--- src/rtl/servo_pkg.sv ---
// Shared constants and types for the servo pulse generator and its helpers.
package servo_pkg;

  localparam int SERVO_PERIOD_US = 20000;
  localparam int SERVO_MIN_US    = 1000;
  localparam int SERVO_MAX_US    = 2000;
  localparam int SERVO_CENTER_US = (SERVO_MIN_US + SERVO_MAX_US) / 2;
  localparam int WIDTH_W         = 12;

  typedef enum logic {IDLE, RUN} servo_state_t;

endpackage

--- src/rtl/rise_detect.sv ---
// One-cycle pulse on each rising edge of a same-domain level input (e.g. divider output).
module rise_detect (
  input  logic clk,
  input  logic rst,
  input  logic d,
  output logic pulse
);

  logic d_q;

  always_ff @(posedge clk) begin
    if (rst) d_q <= 1'b0;
    else     d_q <= d;
  end

  assign pulse = d & ~d_q;

endmodule

--- src/rtl/servo_pwm.sv ---
// Frame-based hobby-servo PWM: 1 us ticks from the clock divider, commands via valid/ready,
// pulse width only ever changes on a frame boundary, with optional per-frame slew limit.
module servo_pwm
  import servo_pkg::*;
#(
  parameter int PERIOD_US = SERVO_PERIOD_US,
  parameter int MIN_US    = SERVO_MIN_US,
  parameter int MAX_US    = SERVO_MAX_US,
  parameter int POS_W     = 8,
  parameter int SLEW_US   = 0
) (
  input  logic               clk_in,
  input  logic               rst,
  input  logic               tick_clk,
  input  logic               enable,
  input  logic [POS_W-1:0]   pos_data,
  input  logic               pos_valid,
  output logic               pos_ready,
  output logic               pwm_out,
  output logic               frame_start,
  output logic [WIDTH_W-1:0] width_us,
  output servo_state_t       state_dbg
);

  localparam int CNT_W   = $clog2(PERIOD_US);
  localparam int PROD_W  = POS_W + 11;
  localparam int SPAN    = MAX_US - MIN_US;
  localparam int POS_MAX = (1 << POS_W) - 1;
  localparam logic [WIDTH_W-1:0] CENTER = WIDTH_W'((MIN_US + MAX_US) / 2);
  localparam logic [WIDTH_W-1:0] SLEW   = WIDTH_W'(SLEW_US);

  // Handshake: a command transfers on any clock where pos_valid && pos_ready;
  // pos_ready stays low from the cycle after a transfer until the target is fully applied.

  logic                 tick;
  servo_state_t         state, state_nxt;
  logic [CNT_W-1:0]     count, count_nxt;
  logic [WIDTH_W-1:0]   width_cur, width_nxt, width_step, target, target_map;
  logic                 pending, pending_nxt, boundary, accept;
  logic [PROD_W-1:0]    prod;

  rise_detect u_tick (
    .clk   (clk_in),
    .rst   (rst),
    .d     (tick_clk),
    .pulse (tick)
  );

  // Full-width product so the floor is taken only once, after the divide.
  assign prod       = PROD_W'(pos_data) * PROD_W'(SPAN);
  assign target_map = WIDTH_W'(MIN_US) + WIDTH_W'(prod / PROD_W'(POS_MAX));
  assign accept     = pos_valid && !pending;

  always_comb begin
    width_step = target;
    if (SLEW_US != 0) begin
      if (target > width_cur && (target - width_cur) > SLEW)
        width_step = width_cur + SLEW;
      else if (width_cur > target && (width_cur - target) > SLEW)
        width_step = width_cur - SLEW;
    end
  end

  always_comb begin
    state_nxt = state;
    count_nxt = count;
    boundary  = 1'b0;
    case (state)
      IDLE: begin
        if (enable && tick) begin
          state_nxt = RUN;
          count_nxt = '0;
          boundary  = 1'b1;
        end
      end
      RUN: begin
        // Disable takes priority over a coinciding frame boundary.
        if (!enable) begin
          state_nxt = IDLE;
          count_nxt = '0;
        end else if (tick) begin
          if (count == CNT_W'(PERIOD_US - 1)) begin
            count_nxt = '0;
            boundary  = 1'b1;
          end else begin
            count_nxt = count + CNT_W'(1);
          end
        end
      end
      default: begin
        state_nxt = IDLE;
        count_nxt = '0;
      end
    endcase
  end

  always_comb begin
    width_nxt   = width_cur;
    pending_nxt = pending;
    if (boundary && pending) begin
      width_nxt   = width_step;
      pending_nxt = (width_step != target);
    end else if (accept) begin
      pending_nxt = 1'b1;
    end
  end

  always_ff @(posedge clk_in) begin
    if (rst) begin
      state       <= IDLE;
      count       <= '0;
      width_cur   <= CENTER;
      target      <= CENTER;
      pending     <= 1'b0;
      pwm_out     <= 1'b0;
      frame_start <= 1'b0;
    end else begin
      state       <= state_nxt;
      count       <= count_nxt;
      width_cur   <= width_nxt;
      pending     <= pending_nxt;
      if (accept) target <= target_map;
      pwm_out     <= (state_nxt == RUN) && (32'(count_nxt) < 32'(width_nxt));
      frame_start <= boundary;
    end
  end

  assign pos_ready = !pending;
  assign width_us  = width_cur;
  assign state_dbg = state;

endmodule

--- config.mk ---
export PLATFORM = sky130hd
export DESIGN_NAME = servo_pwm
export DESIGN_NICKNAME = d
export VERILOG_FILES = /design/src/rtl/servo_pkg.sv /design/src/rtl/rise_detect.sv /design/src/rtl/servo_pwm.sv
export SDC_FILE = /design/constraint.sdc
export NUM_CORES = 1
export LEC_CHECK = 0
export ABC_AREA = 1
export BUFFER_PORTS_ARGS = -buffer_cell sky130_fd_sc_hd__buf_2
export CAP_MARGIN = 20
export CORE_UTILIZATION = 58
export DETAILED_ROUTE_END_ITERATION = 12
export GPL_ROUTABILITY_DRIVEN = 0
export HOLD_SLACK_MARGIN = 0.08
export PLACE_DENSITY_LB_ADDON = 0.2
export SYNTH_ARGS = -nofsm -noshare
export SYNTH_HDL_FRONTEND = slang
export SYNTH_SLANG_ARGS = --single-unit
--- constraint.sdc ---
create_clock -name clk_in -period 9.05 [get_ports clk_in]
set_input_delay 1.81 -clock clk_in [delete_from_list [all_inputs] [get_ports clk_in]]
set_output_delay 1.81 -clock clk_in [all_outputs]
set_load 0.02 [all_outputs]
==> results by group <==
Run status
  – Outcome: finished, violations left
  – Violations in the final reports: negative setup slack

Drt
  – TritonRoute pass-1 iters: 7
  – Number of design-rule violations left by the first detailed-router iteration: approximately 460
  – DRC violations left: 0
  – Routed wirelength normalized by instance count: 14.04 um
  – Antenna-violating nets left: 0
  – Overall via count from detail_route: 6834
  – Final routed wirelength across all metal layers: 17.96 mm
  – Mean number of vias per cell: 5.343

Place
  – Cell Count Post-Placement: 1244
  – Post-detailed-placement half-perimeter wirelength: 12.32 mm
  – Count of buffers inserted at the top-level ports: 28

Logic synthesis
  – Number of flops mapped to enable cells by yosys: 0
  – Post-synthesis mux area share: 1.614%
  – Post-synthesis net count: 1034
  – Number of distinct library cells after synthesis: 52
  – Compound-gate portion of the synthesized area: a little under a tenth
  – Adder-cell share of the synthesized area: 17.87%
  – Average cell area after synthesis: 6.564 um2
  – Most frequent cell after synthesis: nand2_1
  – Number of storage elements in the synthesis netlist: 44
  – Synthesized-area fraction occupied by xor and xnor cells: 1.936%
  – Main combinational cell family by area after synthesis: simple AND/OR/NAND/NOR gates
  – Most frequently used flop master after synthesis: dfxtp_1
  – Number of warnings reported in the yosys synthesis log: 0
  – Async set-reset flop share out of synthesis: 0%
  – Most area-consuming cells after synthesis: dfxtp_1 14%, nand2_1 14%, ha_1 11%, inv_1 9.1%, fa_1 6.8%
  – Syn Inst Count: 945
  – Synth Cell Area: 0.006203 mm2
  – Most numerous cell types in the synthesized netlist: 234 x nand2_1, 150 x inv_1, 86 x nor2_1
  – Share of the yosys chip area belonging to registers: between 10% and 20%
  – Leading area contributor after synthesis: dfxtp_1
  – Proportion of netlist area held by the largest area contributor: between 10% and 20%
  – Post-synthesis simple-gate area fraction: a little over two fifths

Timing
  – Share of the cycle needed by the critical path after routing: 111.5%
  – Maximum operating frequency: 0.09908 GHz
  – Final critical-path required period: 10090 ps
  – Max-slew headroom: 44.09%
  – Count of final hold-check violations: 0
  – Clock tree skew after final layout: 8.329 ps
  – Final setup margin: -1043 ps
  – Unrepaired setup endpoints after global routing: yes
  – Number of pins exceeding their max-slew limit in the final report: 0
  – Setup violation total in the final timing report: 12
  – Transition time at the pin with the least slew margin: 836.3 ps

Final layout
  – Post-layout nets: about 1200
  – Share of layout cells above drive strength 1: 36.57%
  – N_diodes: 0
  – Area taken by flip-flops and latches: 880.8 um2
  – Number of fill cells in the layout: between 600 and 700
  – Combined area of the multi-input logic cells: 0.005246 mm2
  – Area Growth Syn to Fin: 36.87%
  – Number of non-filler instances in the completed layout: 1279

Clock tree
  – Number of CTS-inserted buffers: 5
  – Root Buffer Master: clkbuf_8
  – Sink count of the clock tree: 44
  – Clock slew at the register clock pins of the worst setup and hold paths: 80 ps
  – CTS tree: yes
  – Count of hold buffers inserted by post-cts repair: 0
  – Max clock buf depth: 2
  – Depth of the CTS H-tree: 2
  – Clock latency at the later pin of the worst-skew pair: around 300 ps

Worst setup path
  – Critical-path cell with the highest stage delay: fa_1
  – Setup slack of the most critical reg-to-reg path: approximately 5400 ps
  – Kind of cell adding the most delay to the critical path: simple AND/OR/NAND/NOR gates
  – Reg-to-reg critical path endpoint: pwm_out
  – WP depth: 62
  – FF-to-FF path depth: 13
  – Delay of the slowest cell on the worst path: 530 ps
  – CP most frequent cell: nand2_1
  – Worst Setup SP: pos_data[1]
  – Endpoint type of the worst setup path: register
  – Number of buffers and inverters on the critical path: 9
  – Kind of critical path: input pin to register
  – Arrival time reported for the critical path endpoint: 10290 ps
  – Critical path startpoint category: input pin
  – Start of the worst register-to-register path: u_tick.d_q
  – Critical path capture point: target[9]
  – Maximum net fanout on the critical path: 8
  – Data required time at the worst endpoint: 9250 ps

Die
  – Initial Utilization: 59.82%
  – Die Area: between 0.01 and 0.015 mm2
  – Top-level I/O count: 29
  – Die span in y: 105.4 um
  – Number of cell rows: 37
  – Floorplan core area: 0.01037 mm2
  – Die span in x: 105.4 um

Worst hold path
  – Class of the worst hold path: register to register

Global route
  – Global-route wire length before repair: 25.88 mm
  – GRT overflow: 0
  – Maximum number of pins on one net before global-route repair: 34
  – Number of global-route vias before repair: 6237
  – Aggregate global-route resource usage: roughly 28%
  – Antenna violations before repair: 0

Run
  – Number of max-capacitance violations reported: 0
cells in the final DEF (no fill, tap or decap), types with 8 or more instances in the layout:
cell	instances
nor2_1	71
nand2_2	46
nand4_1	11
nand3_4	14
buf_2	26
a21oi_1	35
xor2_1	8
buf_4	169
inv_2	18
nand2_4	34
nor2_2	16
dfxtp_1	44
ha_1	48
mux2i_1	10
nand2_1	203
o21ai_0	26
nor2_4	22
inv_1	143
nand3_2	21
nor3_1	8
nand3_1	58
fa_1	21
cell families after synthesis:
family                   after synthesis
AND/OR/NAND/NOR                      525
adder cells (fa/ha/maj)               76
multiplexers                          10
XOR/XNOR                              12
AO/OA/AOI/OAI                        101
flip-flops                            44
buffers and inverters                177
registers in the layout (all words and copies together) (netlist names):
name	flops
count	15
frame_start	1
pending	1
pwm_out	1
state_dbg	1
target	12
u_tick.d_q	1
width_us	12
worst reg2reg max path, cell delays in order (launching register included):
cell and delay [ps]:
dfxtp_1 310, nor2_1 490, nand2_1 220, inv_1 130, nand3_1 600, mux2i_1 420, ha_1 300, a21oi_1 160
nand2_1 80, a21oi_1 160, o21ai_0 110, a21oi_1 140, o21ai_0 100, a2111oi_0 360
per-layer routing:
layer	track usage [%]	vias to the layer above	share of wire (%)
met2	55.36	196	54
met3	1.546	52	3.2
li1	-	3396	-
met1	31.37	3190	40
met5	0	-	0
met4	6.640	0	2.9
layout make-up:
cell class,count,share of cell area (%)
Timing Repair inverter,1,0.05894
Timing Repair Buffer,201,17.42
Inverter,165,7.442
Multi-Input combinational cell,725,61.79
Tap cell,136,2.004
Clock inverter,1,0.05894
Sequential cell,44,10.37
Clock buffer,6,0.8547
per-stage QoR:
stage	TNS [ps]	instance area [um2]	setup slack, ps	utilization (%)	hold slack (ps)
floorplan	-980.8	6400	-317.4	-	428.2
global placement	-7138	7727	-847.6	74.52	451.4
detailed placement	-9315	7727	-1051	74.52	456.4
CTS	-3551	7999	-562.8	77.14	475.3
global route	-14180	8491	-1531	81.88	485.7
finish	-8626	8491	-1043	81.88	476.9
worst min path at each step:
stage	from	slack, ps	cells after the start	endpoint
CTS	target[2]	480	2	target[2]
global route	target[2]	490	2	target[2]
floorplan	target[4]	430	2	target[4]
detailed placement	target[2]	460	2	target[2]
global placement	target[6]	450	2	target[6]
finish	target[2]	480	2	target[2]
repair_timing:
item | 4_1_cts | 5_1_grt
gates resized for setup | 32 | 86
setup buffers | 9 | 17
endpoints found under the setup margin | 12 | 12
pin swaps | 11 | 39
hold endpoints to repair | 0 | 0
cloned | 1 | 1
Power is left out: the tool's default activity adds up to more than one toggle a clock period on the data nets, which glitch-free logic cannot reach.
